### src/rtl/rv32i_pipeline_ctrl.sv
// Hazard and sequencing controller for the 5-stage RV32I pipeline.
// Mealy stall/flush/redirect outputs over a registered RUN / MEM_WAIT / REDIRECT state.
module rv32i_pipeline_ctrl #(
    parameter int unsigned MEM_TIMEOUT = 255
) (
    input  logic        clk,
    input  logic        reset,
    input  logic [4:0]  i_decode_rs1_addr,
    input  logic [4:0]  i_decode_rs2_addr,
    input  logic        i_decode_rs1_used,
    input  logic        i_decode_rs2_used,
    input  logic [4:0]  i_execute_rd_addr,
    input  logic        i_execute_load,
    input  logic        i_branch_taken,
    input  logic        i_dmem_req,
    input  logic        i_dmem_ack,
    input  logic        i_imem_valid,
    output logic        o_fetch_stall,
    output logic        o_decode_stall,
    output logic        o_decode_flush,
    output logic        o_execute_stall,
    output logic        o_execute_flush,
    output logic        o_memory_stall,
    output logic        o_redirect,
    output logic        o_mem_timeout,
    output logic [31:0] o_stall_count
);
    localparam int unsigned CntWidth = (MEM_TIMEOUT <= 255) ? 8 : $clog2(MEM_TIMEOUT + 1);
    localparam logic [CntWidth-1:0] TimeoutVal = CntWidth'(MEM_TIMEOUT);

    typedef enum logic [1:0] {
        StRun      = 2'd0,
        StMemWait  = 2'd1,
        StRedirect = 2'd2
    } state_e;

    state_e              r_state;
    state_e              w_state_next;
    logic [CntWidth-1:0] r_cnt;
    logic [CntWidth-1:0] w_cnt_next;
    logic                r_mem_timeout;
    logic                w_mem_timeout_next;
    logic [31:0]         r_stall_count;
    logic                w_lu;
    logic                w_mm;

    assign w_lu = i_execute_load && (i_execute_rd_addr != 5'd0) &&
                  ((i_decode_rs1_used && (i_decode_rs1_addr == i_execute_rd_addr)) ||
                   (i_decode_rs2_used && (i_decode_rs2_addr == i_execute_rd_addr)));
    assign w_mm = i_dmem_req && !i_dmem_ack;

    always_comb begin
        w_state_next       = r_state;
        w_cnt_next         = r_cnt;
        w_mem_timeout_next = r_mem_timeout;
        o_fetch_stall      = 1'b0;
        o_decode_stall     = 1'b0;
        o_decode_flush     = 1'b0;
        o_execute_stall    = 1'b0;
        o_execute_flush    = 1'b0;
        o_memory_stall     = 1'b0;
        o_redirect         = 1'b0;
        if (reset) begin
            o_decode_flush  = 1'b1;
            o_execute_flush = 1'b1;
        end else begin
            case (r_state)
                StRun: begin
                    if (w_mm) begin
                        {o_fetch_stall, o_decode_stall, o_execute_stall, o_memory_stall} = 4'hF;
                        w_state_next = StMemWait;
                    end else if (i_branch_taken) begin
                        o_redirect      = 1'b1;
                        o_decode_flush  = 1'b1;
                        o_execute_flush = 1'b1;
                        w_state_next    = StRedirect;
                    end else if (w_lu) begin
                        o_fetch_stall   = 1'b1;
                        o_decode_stall  = 1'b1;
                        o_execute_flush = 1'b1;
                    end else if (!i_imem_valid) begin
                        o_fetch_stall  = 1'b1;
                        o_decode_flush = 1'b1;
                    end
                end
                StMemWait: begin
                    if (i_dmem_ack) begin
                        w_cnt_next   = '0;
                        w_state_next = StRun;
                    end else begin
                        {o_fetch_stall, o_decode_stall, o_execute_stall, o_memory_stall} = 4'hF;
                        if (r_cnt != TimeoutVal) begin
                            w_cnt_next = r_cnt + CntWidth'(1);
                        end
                        if (w_cnt_next == TimeoutVal) begin
                            w_mem_timeout_next = 1'b1;
                        end
                    end
                end
                StRedirect: begin
                    // Execute holds a bubble here, so branch and load-use are moot.
                    o_decode_flush = 1'b1;
                    if (w_mm) begin
                        {o_fetch_stall, o_decode_stall, o_execute_stall, o_memory_stall} = 4'hF;
                        w_state_next = StMemWait;
                    end else begin
                        w_state_next = StRun;
                    end
                end
                default: w_state_next = StRun;
            endcase
        end
    end

    always_ff @(posedge clk or posedge reset) begin
        if (reset) begin
            r_state       <= StRun;
            r_cnt         <= '0;
            r_mem_timeout <= 1'b0;
            r_stall_count <= '0;
        end else begin
            r_state       <= w_state_next;
            r_cnt         <= w_cnt_next;
            r_mem_timeout <= w_mem_timeout_next;
            r_stall_count <= r_stall_count + 32'(o_fetch_stall);
        end
    end

    assign o_mem_timeout = r_mem_timeout;
    assign o_stall_count = r_stall_count;

endmodule

### config.mk
export PLATFORM = sky130hd
export DESIGN_NAME = rv32i_pipeline_ctrl
export DESIGN_NICKNAME = d
export VERILOG_FILES = /design/src/rtl/rv32i_pipeline_ctrl.sv
export SDC_FILE = /design/constraint.sdc
export NUM_CORES = 1
export LEC_CHECK = 0
export CAP_MARGIN = 20
export CORE_UTILIZATION = 52
export CTS_CLUSTER_SIZE = 28
export DETAILED_ROUTE_END_ITERATION = 16
export PLACE_DENSITY = 0.94
export SLEW_MARGIN = 15
export SYNTH_ARGS = -nofsm -noshare
export SYNTH_HDL_FRONTEND = slang
export SYNTH_SLANG_ARGS = --single-unit
### constraint.sdc
create_clock -name clk -period 7.5 [get_ports clk]
set_input_delay 1.5 -clock clk [delete_from_list [all_inputs] [get_ports clk]]
set_output_delay 1.5 -clock clk [all_outputs]
set_load 0.01 [all_outputs]
# Yosys cells after proc, flatten, opt, wreduce, memory -nomap -nowiden
# Index checks and enable logic that the tools add are counted.
totals:
  ff_bits: 43
  in_bits: 24
  out_inout_bits: 40
  word_cells: 67
classes:
  n_addsub: 2
  n_eq_ne: 8
  muxes: 38
  n_bitwise: 2
  n_reduce_logical: 13
ops:
  columns: ["operator", "count"]
  rows:
  - ["8-bit 2-to-1 mux", 5]
  - ["32-bit by 1-bit adder with 32-bit output", 1]
  - ["1-bit 2-to-1 mux", 25]
  - ["5-bit == test", 2]
  - ["8-bit by 1-bit adder with 8-bit output (second input constant)", 1]
  - ["8-bit == test (second input constant)", 1]
  - ["8-bit != test (second input constant)", 1]
  - ["2-bit 2-to-1 mux", 3]
  - ["1-bit case mux with 3 select lines", 2]
  - ["2-bit case mux with 3 select lines", 1]
  - ["1-bit logical AND", 5]
  - ["5-bit nonzero test", 1]
  - ["1-bit case mux with 2 select lines", 2]
  - ["4-bit AND reduction", 1]
  - ["3-bit != test (second input constant)", 1]
  - ["3-bit AND reduction", 1]
  - ["2-bit by 1-bit == test with 1-bit output (second input constant)", 1]
  - ["2-bit == test (second input constant)", 1]
  - ["2-bit zero test", 1]
  - ["2-bit != test (second input constant)", 1]
  - ["1-bit NOT", 2]
  - ["2-bit AND reduction", 1]
  - ["2-bit OR reduction", 1]
  - ["1-bit zero test", 1]
  - ["1-bit logical OR", 1]

# Longest topological paths before layout
# Gate-level depths: netlist of run 1.
logic_depth:
  depth_word: 10
  ltp_mapped: 12
  ltp_nobuf: 12

# Least setup slack after synthesis of run 1
# Ideal clock, no wire load.
synth_timing:
  kind: "input to output"
  from: "in reset"
  to: "out o_redirect"
  arrival_time_ps: 2988
  required_time_ps: 6000
  slack_ps: 3012
  cell_stages: 3
  path_buffers: 1
  path_cell_list: "clkbuf_1 -> inv_1 -> and3_1"
synth_via:
  elab_chain_cells: 1
synth_lines:
  columns: ["item", "line_no", "source"]
  rows:
  - ["start: declaration", "7", "input logic reset,"]
  - ["1-bit 2-to-1 mux", "63", "if (reset) begin"]
  - ["end: declaration", "24", "output logic o_redirect,"]
# No other way between the ends.

# Worst setup path after layout of run 1
layout_timing:
  from: "in i_execute_rd_addr[3]"
  to: "out o_fetch_stall"
layout_via:
  elab_chain_cells: 9
  elab_cells_between_ends: 13
  classes_between: "eq/ne (2); mux (5); reduce/logical (6)"
layout_lines:
  columns: ["item", "line_no", "source"]
  rows:
  - ["start: declaration", "12", "input logic [4:0] i_execute_rd_addr,"]
  - ["5-bit == test, on equally long branches", "48, 49", null]
  - ["1-bit logical AND, on equally long branches", "48, 49", null]
  - ["1-bit logical OR", "48", "((i_decode_rs1_used && (i_decode_rs1_addr == i_execute_rd_addr)) ||"]
  - ["1-bit logical AND (*)", "47", "assign w_lu = i_execute_load && (i_execute_rd_addr != 5'd0) &&"]
  - ["1-bit 2-to-1 mux (*)", "77", "end else if (w_lu) begin"]
  - ["1-bit 2-to-1 mux (*)", "72", "end else if (i_branch_taken) begin"]
  - ["1-bit 2-to-1 mux (*)", "69", "if (w_mm) begin"]
  - ["1-bit case mux with 3 select lines (*)", "67", "case (r_state)"]
  - ["1-bit 2-to-1 mux (*)", "63", null]
  - ["end: declaration", "18", "output logic o_fetch_stall,"]
# Mark *: on every way between the ends. The rest lies on a longest branch, timed or not.

==> results of run 1 <==
-- worst max-delay path: cells and delay by family --
family	cells	cell delay, ns
AO/OA/AOI/OAI	3	0.73
XOR/XNOR	1	0.15
buffers and inverters	2	1.15
AND/OR/NAND/NOR	1	0.10
-- kinds of logic after synthesis --
group | after synthesis
AND/OR/NAND/NOR | 93
flip-flops | 43
AO/OA/AOI/OAI | 41
XOR/XNOR | 41
buffers and inverters | 14
adder cells (fa/ha/maj) | 3
multiplexers | 1
-- routing by layer --
metal  GRT usage [%]  vias to the layer above
met3            4.44                        9
met5               0                        -
met2            40.4                       73
met1            30.7                      942
li1                -                      972
met4            11.7                        0
-- how the worst max path moves through the flow --
| stage | endpoint | slack, ns | cells after the start |
|---|---|---|---|
| final | o_fetch_stall | 2.36 | 7 |
| after global routing | o_fetch_stall | 2.25 | 7 |
| after CTS | o_fetch_stall | 2.35 | 7 |
| after detailed placement | o_fetch_stall | 2.36 | 7 |
| after global placement | o_fetch_stall | 2.43 | 7 |
| after floorplan | o_redirect | 3.01 | 3 |
-- area by class of cell --
class	count	area (um^2)	area share [%]
Multi-Input combinational cell	179	1190	38.6
Sequential cell	43	1080	35.0
Timing Repair Buffer	64	638	20.8
Clock buffer	6	72.6	2.36
Tap cell	50	62.6	2.04
Inverter	7	26.3	0.855
Clock inverter	2	12.5	0.407
-- placed cells by master, fill, tap and decap left out, types with 2 or more instances in the layout --
master | Yosys | layout
and2_1 | 2 | 2
dfrtp_1 | 43 | 43
o21ai_0 | 8 | 8
o211ai_1 | 3 | 3
clkbuf_8 | 0 | 5
xor2_1 | 6 | 6
and3_1 | 12 | 12
or3_1 | 2 | 2
nor3_1 | 3 | 3
a21o_1 | 2 | 2
o22ai_1 | 2 | 2
ha_1 | 3 | 3
xnor2_1 | 35 | 35
a21oi_1 | 13 | 13
or4_1 | 2 | 2
nor2_1 | 14 | 14
nand4_1 | 11 | 11
nand3_1 | 15 | 15
and4_1 | 4 | 4
inv_1 | 7 | 6
a31o_2 | 2 | 2
nand2b_1 | 4 | 4
clkdlybuf4s50_1 | 0 | 63
nand2_1 | 19 | 19
a31oi_1 | 2 | 2
-- registers in the layout (all words and copies together), names as in the netlist --
| signal | count |
|---|---|
| o_stall_count | 32 |
| r_cnt | 8 |
| r_state | 2 |
| o_mem_timeout | 1 |
-- through the flow --
stage | setup slack [ns] | hold slack, ns | instance area [um^2]
3_3_place_gp | 2.43 | 0.453 | 2990
6_report | 2.36 | 0.474 | 3070
2_1_floorplan | 3.01 | 0.507 | 2330
4_1_cts | 2.35 | 0.478 | 3070
5_1_grt | 2.25 | 0.513 | 3070
3_5_place_dp | 2.36 | 0.460 | 2990
-- power groups by stage --
stage	Clock, uW	Combinational [uW]	Sequential (uW)
after detailed placement	0	119	293
after CTS	148	120	288
final	144	119	289
after global placement	0	115	291
after global routing	155	133	293
after floorplan	0	59.7	286
==> impl_metrics.json, run 1 <==
{
  "placed_cells": 343,
  "setup_viol": 0,
  "routed.top_layer": "met4",
  "start_kind": "input port",
  "ctsHoldBuffers": 0,
  "antenna_left": 0,
  "cts_sinks": 43,
  "arrival_ns": 3.64,
  "p_int_uw": 384,
  "clock_path_buffers": 2,
  "grt_pass1_wl_um": 8450,
  "syn_nets": 263,
  "grt_usage_pct": 24.5,
  "async_reset_ff_share_pct": 100,
  "reg2reg_to": "o_stall_count[16]",
  "syn_inst": 236,
  "postLayoutCoreUtil_pct": 74.2,
  "core_area_um2": 4140,
  "yosysWarnings": 0,
  "synth_compound_area_share_pct": 11.5,
  "numPortBuffers": 63,
  "fmax_ghz": 0.194,
  "skew_ns": 0.0103,
  "nNetsFinal": 327,
  "max_cap_violations": 0,
  "hold_path.class": "register to register",
  "clk_latency_ns": 0.30,
  "synthTopCellsByCount": "dfrtp_1, xnor2_1, nand2_1",
  "dr.pass1.iters": 4,
  "via_count": 1996,
  "setup_tns_ns": 0,
  "relSlewSlack_pct": 57.0,
  "wl_met2_um": 2510,
  "netlist_top_cells_area": "dfrtp_1, xnor2_1, and3_1, nand3_1, nand2_1",
  "p_total_uw": 553,
  "whs_path_depth": 2,
  "max_slew.worst_pin.slew_ns": 0.643,
  "synth_seq_area_share_pct": 46.3,
  "cts_tree": "built",
  "wirelength_um": 5090,
  "post-dp-hpwl_um": 3860,
  "worstPathRequired_ns": 6.00,
  "yosysMostFrequentCell": "dfrtp_1",
  "clockRootBuffer": "clkbuf_8",
  "first_global_vias": 1881,
  "cts_buffers": 5,
  "leakagePower_uw": 0.00127,
  "cts_setup_buffers": 0,
  "start_util_pct": 56.1,
  "syn_area_um2": 2330,
  "slowest_delay_ns": 0.61,
  "end_kind": "output pin",
  "synthFlopType": "dfrtp_1",
  "syn_area_per_cell_um2": 9.86,
  "combPwrFrac_pct": 21.6,
  "worstHoldStart": "o_mem_timeout",
  "drtIter0Drc": 88,
  "drcViolationCount": 0,
  "synth_largest_area_cell": "dfrtp_1",
  "diodes": 0,
  "crit_path_max_fanout": 4,
  "grt_overflow": 0,
  "synth_top_family_by_area": "simple AND/OR/NAND/NOR gates",
  "die_h_um": 68.9,
  "synthXorXnorAreaFrac_pct": 15.4,
  "path_clk_slew_ns": 0.07,
  "vias_per_cell": 5.69,
  "synth.area.mux_share_pct": 0.430,
  "cts_resized": 0,
  "dieArea_um2": 4740,
  "dr_wl_met3_um": 257,
  "cts-htree-levels": 2,
  "ios": 64,
  "r2r_slack_ns": 4.46,
  "n_fill_cell": 306,
  "r2r_cells": 11,
  "sw_frac_of_total_pct": 30.5,
  "startpoint": "i_execute_rd_addr[3]",
  "min_period_ns": 5.14,
  "die_w_um": 68.9,
  "synthAdderAreaFrac_pct": 1.61,
  "final_cells": 351,
  "power.density_cell_area_nw_per_um2": 180,
  "ys_types": 41,
  "synthSimpleGateAreaFrac_pct": 22.1,
  "final_layout_size_suffix_gt1_share_pct": 4.32,
  "grt_setup_unrepaired": "no",
  "synth-seq-cells": 43,
  "synth_top_area_share_pct": 46.3,
  "pwr-share-clk_pct": 26.1,
  "pwr-share-seq_pct": 52.3,
  "maxSlewViolCount": 0,
  "fp-row-count": 23,
  "period_share_pct": 68.6,
  "worstSetupPathType": "input port to output pin",
  "wl_met1_um": 2200,
  "worst_path_most_repeated_cell": "clkdlybuf4s50_1",
  "crit_chain": "clkdlybuf4s50_1 -> xnor2_1 -> nand4_1 -> o22ai_1 -> o211ai_1 -> a311oi_1 -> clkdlybuf4s50_1",
  "p_sw_uw": 169,
  "globalplace.congestion": 0.932,
  "hold_viol": 0,
  "synth_edf_count": 0,
  "antenna_found_initial": 0,
  "avgRoutedWirePerCell_um": 14.5,
  "r2r-start": "r_state[1]",
  "holdPathEnd": "o_mem_timeout",
  "peakVddDrop_v": 0.000115,
  "critPathSlowestCell": "clkdlybuf4s50_1",
  "grt_max_degree": 46,
  "outcome": "completed",
  "area_growth_pct": 32.2
}
No activity file was read; power rests on OpenSTA's default activity.
==> run 2, diff against run 1 <==
Settings changed: CORE_UTILIZATION 52 to 43, PLACE_DENSITY 0.94 to 0.84.
Clock period 7.5 ns to 4.6 ns, I/O delays scaled along.
==> impl_metrics.json, run 2 (synthesis results as in run 1) <==
{
  "outcome": "completed",
  "critPathSlowestCell": "clkdlybuf4s50_1",
  "clock_path_buffers": 2,
  "cts_sinks": 43,
  "via_count": 2024,
  "fmax_ghz": 0.242,
  "clk_latency_ns": 0.28,
  "arrival_ns": 3.21,
  "antenna_left": 0,
  "relSlewSlack_pct": 59.1,
  "final_common_cell": "clkdlybuf4s50_1",
  "max_cap_violations": 0,
  "nNetsFinal": 327,
  "final_cell_mix": "clkdlybuf4s50_1, dfrtp_1, xnor2_1, nand2_1, nand3_1",
  "cts_buffers": 5,
  "gr-usage-met1_pct": 22.8,
  "clockRootBuffer": "clkbuf_8",
  "area_growth_pct": 33.1,
  "start_util_pct": 45.0,
  "worstSetupPathType": "input port to output pin",
  "ios": 64,
  "wirelength_um": 5000,
  "crit_path_max_fanout": 4,
  "final_layout_size_suffix_gt1_share_pct": 3.99,
  "hold_viol": 0,
  "cts-htree-levels": 2,
  "met2_usage_pct": 32.1,
  "hold_path.class": "register to register",
  "min_period_ns": 4.13,
  "max_slew.worst_pin.slew_ns": 0.612,
  "grt_overflow": 0,
  "grt_pass1_wl_um": 8060,
  "cts_tree": "built",
  "globalplace.congestion": 0.831,
  "stdcell_area_um2": 3100,
  "diodes": 0,
  "first_global_vias": 1849,
  "largest_reg_flops": 32,
  "power.density_cell_area_nw_per_um2": 288,
  "fp-row-count": 26,
  "core_area_um2": 5170,
  "period_share_pct": 89.8,
  "end_kind": "output pin",
  "grt_max_degree": 46,
  "dpl-instance-area_um2": 3010,
  "setup_tns_ns": 0,
  "busiest_layer": "met2",
  "die_w_um": 75.5,
  "dr.pass1.iters": 4,
  "dieArea_um2": 5710,
  "grt_use_met3_pct": 4.63,
  "setup_viol": 0,
  "leakagePower_uw": 0.00127,
  "worst_path_most_repeated_cell": "clkdlybuf4s50_1",
  "path_clk_slew_ns": 0.08,
  "die_h_um": 75.5,
  "crit_chain": "clkdlybuf4s50_1 -> xnor2_1 -> nand4_1 -> o22ai_1 -> o211ai_1 -> a311oi_1 -> clkdlybuf4s50_1",
  "post-dp-hpwl_um": 3800,
  "drtIter0Drc": 120,
  "grt_usage_pct": 18.5,
  "cts_setup_buffers": 0,
  "antenna_found_initial": 0,
  "n_fill_cell": 440,
  "numPortBuffers": 63,
  "start_kind": "input port",
  "avgRoutedWirePerCell_um": 13.5,
  "cts_resized": 0,
  "grt_setup_unrepaired": "no",
  "slowest_delay_ns": 0.64,
  "drcViolationCount": 0,
  "maxSlewViolCount": 0,
  "peakVddDrop_v": 0.000123,
  "skew_ns": 0.00512,
  "vias_per_cell": 5.46,
  "ctsHoldBuffers": 0,
  "worstPathRequired_ns": 3.68
}
[run 2: area by class of cell]
type                    instances  area [um^2]  area share [%]
well taps                      70         87.6            2.83
clock buffers                   7         76.3            2.47
repair buffers                 64          638            20.6
clock inverters                 1         5.00           0.162
multi-input cells             179         1190            38.3
flip-flops and latches         43         1080            34.8
inverters                       7         26.3           0.849
[run 2: critical path, delay by kind of cell]
| family | cells | cell delay (ns) |
|---|---|---|
| compound gates | 3 | 0.87 |
| xor+xnor | 1 | 0.14 |
| buf+inv | 2 | 1.17 |
| simple gates | 1 | 0.11 |
[run 2: routing by layer]
| metal | routed length [um] | vias up | share of wire, % |
|---|---|---|---|
| li1 | - | 970 | - |
| met3 | 254 | 6 | 5.1 |
| met1 | 2170 | 973 | 43 |
| met5 | 0 | - | 0 |
| met4 | 50 | 0 | 1.0 |
| met2 | 2520 | 75 | 50 |
[run 2: worst paths after layout]
path,end,depth (start not counted),slack [ns],start
min in group asynchronous,r_state[0],3,1.33,reset
min reg2reg,o_mem_timeout,2,0.47,o_mem_timeout
max in group asynchronous,o_stall_count[12],3,2.87,reset
max,o_fetch_stall,7,0.47,i_execute_rd_addr[4]
max reg2reg,o_stall_count[16],11,1.52,r_state[1]
min,o_mem_timeout,2,0.47,o_mem_timeout
[run 2: stage by stage]
step | std cells | setup slack (ns) | util, % | power (uW) | hold WS, ns
2_1_floorplan | 236 | 1.21 | - | 564 | 0.507
3_3_place_gp | 363 | 0.550 | 58.3 | 663 | 0.453
3_5_place_dp | 363 | 0.389 | 58.3 | 672 | 0.462
4_1_cts | 371 | 0.490 | 59.8 | 899 | 0.481
5_1_grt | 371 | 0.326 | 59.8 | 942 | 0.496
6_report | 371 | 0.469 | 59.8 | 890 | 0.472
[run 2: where the power goes]
| group | switching (uW) | internal (uW) |
|---|---|---|
| registers | 56.6 | 413 |
| clock network | 121 | 107 |
| logic | 85.8 | 107 |
| total | 263 | 627 |
==> run 3, diff against run 2 <==
Settings changed: CORE_MARGIN set to 5, CORE_UTILIZATION 43 to 57, DONT_BUFFER_PORTS set to 1, PLACE_DENSITY 0.84 to 0.83.
==> impl_metrics.json, run 3 (synthesis results as in run 1) <==
{
  "outcome": "completed",
  "max_cap_violations": 0,
  "power.density_cell_area_nw_per_um2": 353,
  "pwr-share-seq_pct": 55.7,
  "leakagePower_uw": 0.00104,
  "wirelength_um": 4790,
  "post-dp-hpwl_um": 3650,
  "die_w_um": 73.9,
  "grt_max_degree": 46,
  "clk_latency_ns": 0.30,
  "core_area_um2": 3970,
  "cts_setup_buffers": 0,
  "end_kind": "register",
  "ios": 64,
  "cts_resized": 0,
  "antenna_found_initial": 0,
  "relSlewSlack_pct": 56.8,
  "whs_path_depth": 1,
  "antenna_left": 0,
  "first_global_vias": 1742,
  "largest_reg_flops": 32,
  "sw_frac_of_total_pct": 28.5,
  "fin_ws_ns": 0.986,
  "reg2reg_to": "o_stall_count[16]",
  "numPortBuffers": 0,
  "area_growth_pct": 5.81,
  "cts-htree-levels": 2,
  "place_ws_ns": 0.681,
  "fmax_ghz": 0.277,
  "min_period_ns": 3.61,
  "ctsHoldBuffers": 0,
  "timing.hold.ws_ns": 0.540,
  "n_fill_cell": 342,
  "clock_path_buffers": 2,
  "p_sw_uw": 247,
  "r2r-start": "r_state[1]",
  "cts_sinks": 43,
  "final_layout_size_suffix_gt1_share_pct": 5.06,
  "hold_viol": 0,
  "p_int_uw": 620,
  "multi_input_area_um2": 1190,
  "die_h_um": 73.9,
  "combPwrFrac_pct": 11.9,
  "dieArea_um2": 5460,
  "final_cell_mix": "dfrtp_1, xnor2_1, nand2_1, nand3_1, nor2_1",
  "r2r_cells": 11,
  "via_count": 1771,
  "cts_buffers": 5,
  "r2r_slack_ns": 1.39,
  "dr.pass1.iters": 4,
  "vias_per_cell": 6.17,
  "maxSlewViolCount": 0,
  "period_share_pct": 78.6,
  "hold_path.class": "register to register",
  "crit_path_max_fanout": 4,
  "worstSetupPathType": "input port to register",
  "setup_viol": 0,
  "worstPathRequired_ns": 4.82,
  "fp-row-count": 23,
  "peakVddDrop_v": 0.000211,
  "grt_setup_unrepaired": "no",
  "setup_tns_ns": 0,
  "grt_pass1_wl_um": 7830,
  "final_common_cell": "dfrtp_1",
  "start_util_pct": 58.6,
  "worstHoldStart": "o_stall_count[31]",
  "nNetsFinal": 264,
  "avgRoutedWirePerCell_um": 16.7,
  "start_kind": "input port",
  "cts_tree": "built",
  "path_clk_slew_ns": 0.08,
  "pwr-share-clk_pct": 32.3,
  "grt_usage_pct": 18.6,
  "max_slew.worst_pin.slew_ns": 0.645,
  "seqCellArea_um2": 1080,
  "grt_overflow": 0,
  "arrival_ns": 3.84,
  "drtIter0Drc": 89,
  "drcViolationCount": 0,
  "skew_ns": 0.00505,
  "globalplace.congestion": 0.856,
  "holdPathEnd": "o_stall_count[31]",
  "diodes": 0,
  "clockRootBuffer": "clkbuf_8"
}
[run 3: routing by layer]
layer	GRT usage [%]	wire length [um]
met5	0	0
met1	21.3	1940
met2	30.8	2320
met4	7.44	77
met3	7.66	454
[run 3: area by class of cell]
type / count / area share [%]
Clock buffer: 6 / 2.95
Inverter: 7 / 1.07
Sequential cell: 43 / 43.7
Multi-Input combinational cell: 179 / 48.2
Timing Repair Buffer: 1 / 0.305
Tap cell: 50 / 2.54
Clock inverter: 1 / 1.22
[run 3: stage by stage]
step | area [um^2] | power (uW) | cells | utilization [%]
after CTS | 2460 | 879 | 287 | 62.0
after global placement | 2360 | 591 | 280 | 59.4
after detailed placement | 2360 | 597 | 280 | 59.4
after global routing | 2460 | 910 | 287 | 62.0
after floorplan | 2330 | 564 | 236 | -
final | 2460 | 868 | 287 | 62.0
[run 3: worst max-delay path by stage]
stage,slack [ns],endpoint,startpoint,cells past startpoint
finish,0.99,o_stall_count[16],i_execute_rd_addr[1],12
global route,0.67,o_stall_count[16],i_execute_rd_addr[2],12
CTS,0.99,o_stall_count[16],i_execute_rd_addr[1],12
detailed placement,0.68,o_stall_count[16],i_execute_rd_addr[1],12
global placement,0.89,o_stall_count[16],i_execute_rd_addr[3],12
floorplan,1.21,o_stall_count[16],i_execute_rd_addr[1],12
[run 3: power groups by stage]
| stage | Sequential (uW) | Combinational [uW] | Clock (uW) |
|---|---|---|---|
| finish | 484 | 104 | 280 |
| global route | 493 | 117 | 300 |
| CTS | 484 | 105 | 290 |
| detailed placement | 492 | 105 | 0 |
| global placement | 490 | 102 | 0 |
| floorplan | 467 | 97.4 | 0 |
[run 3: critical path, cell delays in order]
cell      delay (ns)
xnor2_1         0.13
nand4_1         0.13
o22ai_1         0.19
o211ai_1        0.19
a311oi_1        0.61
ha_1            0.31
ha_1            0.21
nand3_1         0.18
nor3_1          0.44
nand3_1         0.19
nor2_1          0.17
xor2_1          0.16
